## config.mk

```make
export PLATFORM = sky130hd
export DESIGN_NAME = wrr_arbiter
export DESIGN_NICKNAME = d
export VERILOG_FILES = /design/src/rtl/wrr_arbiter.sv
export SDC_FILE = /design/constraint.sdc
export NUM_CORES = 1
export LEC_CHECK = 0
export ABC_AREA = 1
export CAP_MARGIN = 20
export CORE_ASPECT_RATIO = 2
export CORE_MARGIN = 1.5
export CORE_UTILIZATION = 51
export DETAILED_ROUTE_END_ITERATION = 8
export PLACE_DENSITY = 0.81
export SYNTH_ARGS = -nofsm -noshare
export SYNTH_HDL_FRONTEND = slang
export SYNTH_SLANG_ARGS = --single-unit
```

## constraint.sdc

```tcl
create_clock -name clk -period 3.9 [get_ports clk]
set_input_delay 0.585 -clock clk [delete_from_list [all_inputs] [get_ports clk]]
set_output_delay 0.585 -clock clk [all_outputs]
set_load 0.005 [all_outputs]
```

## src/rtl/wrr_arbiter.sv

```systemverilog
// Weighted round-robin arbiter: one owner at a time, each owner holds the grant for a
// per-channel quantum of cycles; optional fixed-priority mode with preemption.
module wrr_arbiter #(
    parameter int N  = 4,
    parameter int QW = 8,
    localparam int IW = (N > 1) ? $clog2(N) : 1
) (
    input  logic            clk,
    input  logic            rst,
    input  logic [N-1:0]    req,
    input  logic [N*QW-1:0] quantum,
    input  logic            mode,
    output logic [N-1:0]    gnt,
    output logic [IW-1:0]   gnt_id,
    output logic            gnt_valid,
    output logic            expire
);

    typedef enum logic {IDLE, OWN} state_t;

    state_t          state, state_nx;
    logic [IW-1:0]   owner, owner_nx;
    logic [IW-1:0]   base, base_nx;
    logic [QW-1:0]   cnt, cnt_nx;
    logic            own_mode, own_mode_nx;
    logic [N-1:0]    gnt_nx;
    logic [IW-1:0]   gnt_id_nx;
    logic            expire_nx;
    logic            do_grant;
    logic [N-1:0]    cand;
    logic [N-1:0]    owner_bit;
    logic [N-1:0]    lower;
    logic [IW-1:0]   win;

    // A zero quantum field still yields a one-cycle slice.
    function automatic logic [QW-1:0] eff_q(input logic [N*QW-1:0] q, input logic [IW-1:0] i);
        logic [QW-1:0] v;
        v = q[int'(i)*QW +: QW];
        return (v == '0) ? QW'(1) : v;
    endfunction

    // fp=1: lowest set index; fp=0: first set index at or after start, wrapping.
    function automatic logic [IW-1:0] pick(input logic [N-1:0] c, input logic fp,
                                           input logic [IW-1:0] start);
        logic [IW-1:0] w;
        logic          found;
        int            idx;
        w     = '0;
        found = 1'b0;
        for (int k = 0; k < N; k++) begin
            idx = fp ? k : int'(start) + k;
            if (idx >= N) idx = idx - N;
            if (!found && c[idx]) begin
                w     = IW'(idx);
                found = 1'b1;
            end
        end
        return w;
    endfunction

    always_comb begin
        owner_bit = '0;
        lower     = '0;
        for (int k = 0; k < N; k++) begin
            owner_bit[k] = (k == int'(owner));
            lower[k]     = (k < int'(owner));
        end
    end

    always_comb begin
        state_nx    = state;
        owner_nx    = owner;
        base_nx     = base;
        cnt_nx      = cnt;
        own_mode_nx = own_mode;
        gnt_nx      = gnt;
        gnt_id_nx   = gnt_id;
        expire_nx   = 1'b0;
        do_grant    = 1'b0;
        cand        = '0;
        win         = '0;

        case (state)
            IDLE: begin
                if (|req) begin
                    do_grant = 1'b1;
                    cand     = req;
                end
            end
            OWN: begin
                if (!req[owner]) begin
                    // A drop wins over simultaneous exhaustion, so no expire here.
                    if (|req) begin
                        do_grant = 1'b1;
                        cand     = req;
                    end else begin
                        state_nx  = IDLE;
                        gnt_nx    = '0;
                        gnt_id_nx = '0;
                        cnt_nx    = '0;
                    end
                end else if (mode && own_mode && |(req & lower)) begin
                    do_grant = 1'b1;
                    cand     = req;
                end else if (cnt == QW'(1)) begin
                    expire_nx = 1'b1;
                    if (|(req & ~owner_bit)) begin
                        do_grant = 1'b1;
                        cand     = req & ~owner_bit;
                    end else begin
                        cnt_nx = eff_q(quantum, owner);
                    end
                end else begin
                    cnt_nx = cnt - QW'(1);
                end
            end
            default: state_nx = IDLE;
        endcase

        if (do_grant) begin
            win         = pick(cand, mode, base);
            state_nx    = OWN;
            owner_nx    = win;
            base_nx     = (int'(win) == N - 1) ? '0 : win + IW'(1);
            cnt_nx      = eff_q(quantum, win);
            own_mode_nx = mode;
            gnt_nx      = '0;
            gnt_nx[win] = 1'b1;
            gnt_id_nx   = win;
        end
    end

    always_ff @(posedge clk or negedge rst) begin
        if (!rst) begin
            state     <= IDLE;
            owner     <= '0;
            base      <= '0;
            cnt       <= '0;
            own_mode  <= 1'b0;
            gnt       <= '0;
            gnt_id    <= '0;
            gnt_valid <= 1'b0;
            expire    <= 1'b0;
        end else begin
            state     <= state_nx;
            owner     <= owner_nx;
            base      <= base_nx;
            cnt       <= cnt_nx;
            own_mode  <= own_mode_nx;
            gnt       <= gnt_nx;
            gnt_id    <= gnt_id_nx;
            gnt_valid <= |gnt_nx;
            expire    <= expire_nx;
        end
    end

endmodule

```

## Word level (Yosys, flattened, before mapping)

Index checks and enable logic that the tools add are counted.

- Register bits after elaboration: 22
- Output and inout port bits: 8
- Logic and storage cells: 143

- $add $sub $neg: 9
- Order comparisons: 14
- Eq/ne operators: 10
- Shifts and indexed selects: 2
- Muxes and demuxes: 76
- Bitwise gates (word level): 4
- Reductions and logical operators: 19

Operator list:

| cell | count |
|---|---|
| 2-to-1 mux 32 bit | 8 |
| < comparator 32 x 4 -> 1 bit, second input constant | 4 |
| 2-to-1 mux 8 bit | 9 |
| variable part select 32 x 6 -> 8 bit | 2 |
| 2-to-1 mux 4 bit | 9 |
| 2-to-1 mux 1 bit | 28 |
| 2-to-1 mux 2 bit | 11 |
| zero test 8 bit | 2 |
| OR reduction 4 bit | 4 |
| subtractor 3 x 3 -> 4 bit, second input constant | 3 |
| binary-select mux 1 bit (select 2 bit) | 5 |
| >= comparator 3 bit, second input constant | 3 |
| 2-to-1 mux 3 bit | 3 |
| equality test 8 x 1 -> 1 bit, second input constant | 1 |
| case mux 4 bit (2 select lines) | 1 |
| subtractor 8 x 1 -> 8 bit, second input constant | 1 |
| adder 2 x 2 -> 3 bit, second input constant | 2 |
| logical AND 1 bit | 6 |
| < comparator 2 x 3 -> 1 bit, second input constant | 2 |
| != test 3 bit, second input constant | 2 |
| AND 4 x 3 -> 4 bit | 1 |
| AND 4 bit | 1 |
| equality test 2 bit, first input constant | 2 |
| < comparator 1 x 2 -> 1 bit, first input constant | 2 |
| 19 further kinds | 22 |

## Logic depth before layout (Yosys ltp)

- Depth after elaboration: 33
- Gate-level depth with buffers: 25

## Worst setup path after synthesis

OpenSTA, ideal clock, no wires.

- Path kind: reg-to-reg
- From: reg cnt[1]
- To: reg gnt_valid
- Library setup time: 0.139 ns
- Arrival: 2.687 ns
- Path slack: 1.074 ns
- Cell stages (with the launch flop): 19
- Period minus slack after synthesis: 2.826 ns
- Path through: dfrtp_1 > inv_1 > ha_1 > nand2_1 > nor2_1 > nand2_1 > nand3_1 > nand3_1 > nand3_1 > nand2_2 > nand2_1 > nand2_1 > nand3_2 > nand2_4 > buf_6 > ha_1 > nand2_1 > nand2_1 > or4_1

- Word-level cells in the longest chain between the ends: 28

RTL lines:

| what | line | RTL |
|---|---|---|
| start: declaration | 24 | `logic [QW-1:0] cnt, cnt_nx;` |
| start signal: assignment | 148 | `cnt <= cnt_nx;` |
| equality test 8 x 1 -> 1 bit (*) | 105 | `end else if (cnt == QW'(1)) begin` |
| 2-to-1 mux 4 bit | 105 |  |
| 2-to-1 mux 4 bit | 102 | `end else if (mode && own_mode && \|(req & lower)) begin` |
| 2-to-1 mux 4 bit | 91 | `if (!req[owner]) begin` |
| case mux 4 bit (2 select lines) | 83 | `case (state)` |
| binary-select mux 1 bit (select 2 bit) | 53 | `if (!found && c[idx]) begin` |
| 2-to-1 mux 1 bit (not written as such) (2 in a row) | 53 |  |
| 2-to-1 mux 1 bit | 53 |  |
| [... 12 more ...] | n/a |  |
| 2-to-1 mux 2 bit | 120 | `if (do_grant) begin` |
| < comparator 2 x 3 -> 1 bit (not written as such) / >= comparator 2 x 1 -> 1 bit (equally long branches) | 128 | `gnt_nx[win] = 1'b1;` |
| logical AND 1 bit (not written as such) | 128 |  |
| 2-to-1 mux 1 bit (not written as such) | 128 |  |
| demux 1 bit (select 2 bit) | 128 |  |
| 2-to-1 mux 4 bit (*) | 120 |  |
| via gnt_nx[1] | 26 | `logic [N-1:0] gnt_nx;` |
| OR reduction 4 bit (*) | 152 | `gnt_valid <= \|gnt_nx;` |
| end signal: assignment | 152 |  |
| end: declaration | 15 | `output logic gnt_valid,` |

Mark *: on every way through the listed nets, which the timed path passes. The rest lies on a longest branch. The select of a mux whose other input is x is not followed.
A chain may end at the register's enable or synchronous reset.

## Worst setup path after layout

- From: in mode
- To: reg gnt_valid

- Word-level cells in the longest chain between the ends: 28

RTL lines:

| what | line | RTL |
|---|---|---|
| start: declaration | 12 | `input logic mode,` |
| branches (longest 26 deep; another with subtractor 2 x 3 -> 4 bit) | n/a |  |
| 2-to-1 mux 4 bit (*) | 120 |  |
| via gnt_nx[2] | 26 |  |
| OR reduction 4 bit (*) | 152 |  |

Mark *: on every way through the listed nets, which the timed path passes. The select of a mux whose other input is x is not followed.

==> flow_summary.yaml <==
clock_tree:
  cts_tree: "built"
  post_cts_buffers: 0
  cts_buffers: 3
  h-tree-depth: 1
  cts_resized: 0
  path_clk_slew_ns: 0.08
  cts_sinks: 22
  cts-root-buf: "clkbuf_8"
  worstSkewPairLatency_ns: 0.27
  holdBufCountCts: 0
  clockBufferDepth: 2
power_and_ir_drop:
  powerDensity_nw_per_um2: 934
  intPower_mw: 1.15
  p_switching_mw: 1.35
  p_comb_share_pct: 73.8
  ir_drop_uv: 650
  p_clk_share_pct: 8.6
  power_switching_share_pct: 54.0
  seqPwrFrac_pct: 17.6
  power_mw: 2.51
  p_leak_nw: 1.31
die:
  die_area_um2: 4420
  die_y_um: 92.5
  row_count: 32
  core_area_um2: 3840
  initial_core_util_pct: 53.1
  fp.dieW_um: 47.7
  ios: 47
route:
  ant_nets: 0
  post_drt_wl_per_cell_um: 15.1
  drcViolationCount: 0
  firstDrtPassIters: 5
  routed-via-count: 2512
  dr.first_iter.drc_count: 110
  vias_per_cell: 5.84
  drt_wl_total_um: 6480
setup_path:
  start_kind: "input pin"
  crit_arrival_ns: 3.47
  path_class: "input pin to flop"
  worstPathRequired_ns: 4.04
  slowest_delay_ns: 0.52
  cp_max_fo: 7
  worstPathCellList: "clkdlybuf4s50_1 -> nor2_1 -> nor2_1 -> nor2_1 -> inv_1 -> nand3_1 -> nand2_1 -> nand3_2 -> nand3_2 -> nand2_4 -> inv_2 -> ha_1 -> nand2_1 -> nand2_1 -> or4_1"
  critPathSlowestCell: "or4_1"
  end_kind: "flop"
timing:
  fmax_mhz: 301
  setup_tns_ns: 0
  setup_viol: 0
  slew_headroom_pct: 63.2
  whs_ns: 0.489
  fin_skew_ns: 0.00223
  worst_slew_pin_slew_ns: 0.547
  finalWorstSetupSlack_ns: 0.573
  hold_viol_final: 0
  grt_setup_unrepaired: "false"
  fin_crit_ns: 3.33
  post-route-period-util_pct: 85.3
  drv_slew: 0
global_route:
  grt_antenna_before_repair: 0
  track_usage_pct: 31.2
  grt_max_degree: 23
  grt_pass1_vias: 2353
  grt-ovfl-total: 0
  grt_pass1_wl_um: 10300
placed_design:
  place_congestion: 0.905
  place_hpwl_um: 4970
  pre_cts_slack_ns: 0.325
  numPortBuffers: 46
run:
  cap_violations: 0
logic_synthesis:
  synth_xor_xnor_area_share_pct: 0.858
  ys_seq_area_share_pct: 27.0
  syn_inst: 327
  synthSimpleGateAreaFrac_pct: 48.2
  yosys-mux-area-fraction_pct: 0
  ys_types: 31
  syn_nets: 372
  netlist_area_um2: 2040
  syn_avg_cell_area_um2: 6.24
  synth_compound_area_share_pct: 12.9
  ys_warn_count: 0
  synth_top_family_by_area: "simple AND/OR/NAND/NOR gates"
  synth_fa_ha_area_share_pct: 3.68
  yosys_register_bits: 22
layout:
  n_fill_cell: 387
  antenna_cells: 0
  area_delta_synth_final_pct: 31.4
  multi_input_area_um2: 1340
  fin_nets: 425
  regArea_um2: 551
  drive_above_1_share_pct: 7.92
status:
  status: "finished clean"
min_path:
  hold_path.class: "flop to flop"
cell type report:
type / instances / share of cell area [%]
Tap cell: 51 / 2.38
Clock inverter: 1 / 1.12
Multi-Input combinational cell: 268 / 50.0
Clock buffer: 3 / 1.54
Sequential cell: 22 / 20.5
Inverter: 31 / 4.34
Timing Repair Buffer: 54 / 20.1
registers in the layout (all words and copies together) (netlist names), 2 cells and up:
register / flops
gnt: 4
owner: 2
cnt: 8
gnt_id: 2
base: 2
cells by family (layout without fill, tap and decap cells):
| group | count (synthesis) | count (layout) |
|---|---|---|
| and+or+nand+nor | 222 | 222 |
| AOI/OAI and AO/OA | 38 | 38 |
| buffers and inverters | 37 | 89 |
| DFF | 22 | 22 |
| adders and majority gates | 6 | 6 |
| xor gates and xnor gates | 2 | 2 |
per-layer routing:
metal	global-route usage (%)	part of all wire, %
met4	13.3	2.5
met1	37.0	37
met5	0	0
met2	53.3	55
met3	2.73	4.9
critical path: cells and delay by family:
kind | cells | cell delay (ns)
buffers and inverters | 3 | 0.67
AND/OR/NAND/NOR | 11 | 2.02
adder cells (fa/ha/maj) | 1 | 0.19
worst paths after layout:
path                            startpoint        end  slack (ns)  cells past startpoint
min in group asynchronous              rst  gnt_id[0]        0.52                      1
worst min register to register   gnt_id[0]  gnt_id[0]        0.49                      2
worst min-delay path             gnt_id[0]  gnt_id[0]        0.49                      2
worst max register to register    owner[0]  gnt_valid        0.83                     19
max in group asynchronous              rst   owner[0]        3.03                      2
worst max-delay path                  mode  gnt_valid        0.57                     15
metrics by stage:
step | cells | util [%] | area (um2)
finish | 430 | 69.8 | 2680
global route | 430 | 69.8 | 2680
CTS | 429 | 69.1 | 2660
detailed placement | 425 | 67.3 | 2580
global placement | 425 | 67.3 | 2580
floorplan | 327 | - | 2040
Yosys cell counts (all sizes together):
library cell  count  area share, %
a21oi             5            1.2
a221o             2           0.98
a221oi            5            2.1
a22o              3            1.3
a22oi             2           0.74
buf               4            1.3
clkbuf            2           0.37
dfrtp            22             27
ha                6            3.7
inv              31            5.7
nand2           118             22
nand3            67             17
nand4             3           0.92
nor2             25            5.2
nor3              5            1.2
nor4              2           0.61
o211ai            1           0.37
o21ai            11            2.7
o221ai            4            1.7
o22ai             3           0.92
o311ai            2           0.86
or2               1           0.31
or4               1           0.37
xor2              2           0.86
power by group through the flow:
stage / sequential, mW / clock [mW] / combinational (mW)
3_5_place_dp: 0.441 / 0 / 1.79
3_3_place_gp: 0.440 / 0 / 1.76
4_1_cts: 0.439 / 0.213 / 1.81
5_1_grt: 0.455 / 0.228 / 2.09
6_report: 0.441 / 0.215 / 1.85
2_1_floorplan: 0.420 / 0 / 1.29
placed cells by master, fill, tap and decap left out, drive strengths merged:
cell type,instances
o221ai,4
or2,1
nand2,118
clkdlybuf4s50,46
a221o,2
o21ai,11
inv,31
or4,1
nand3,67
xor2,2
nor3,5
bufinv,1
buf,8
dfrtp,22
a22oi,2
o22ai,3
a21oi,5
a221oi,5
a22o,3
nand4,3
o211ai,1
nor2,25
clkbuf,3
ha,6
nor4,2
o311ai,2
(Power assumes the default switching activity.)
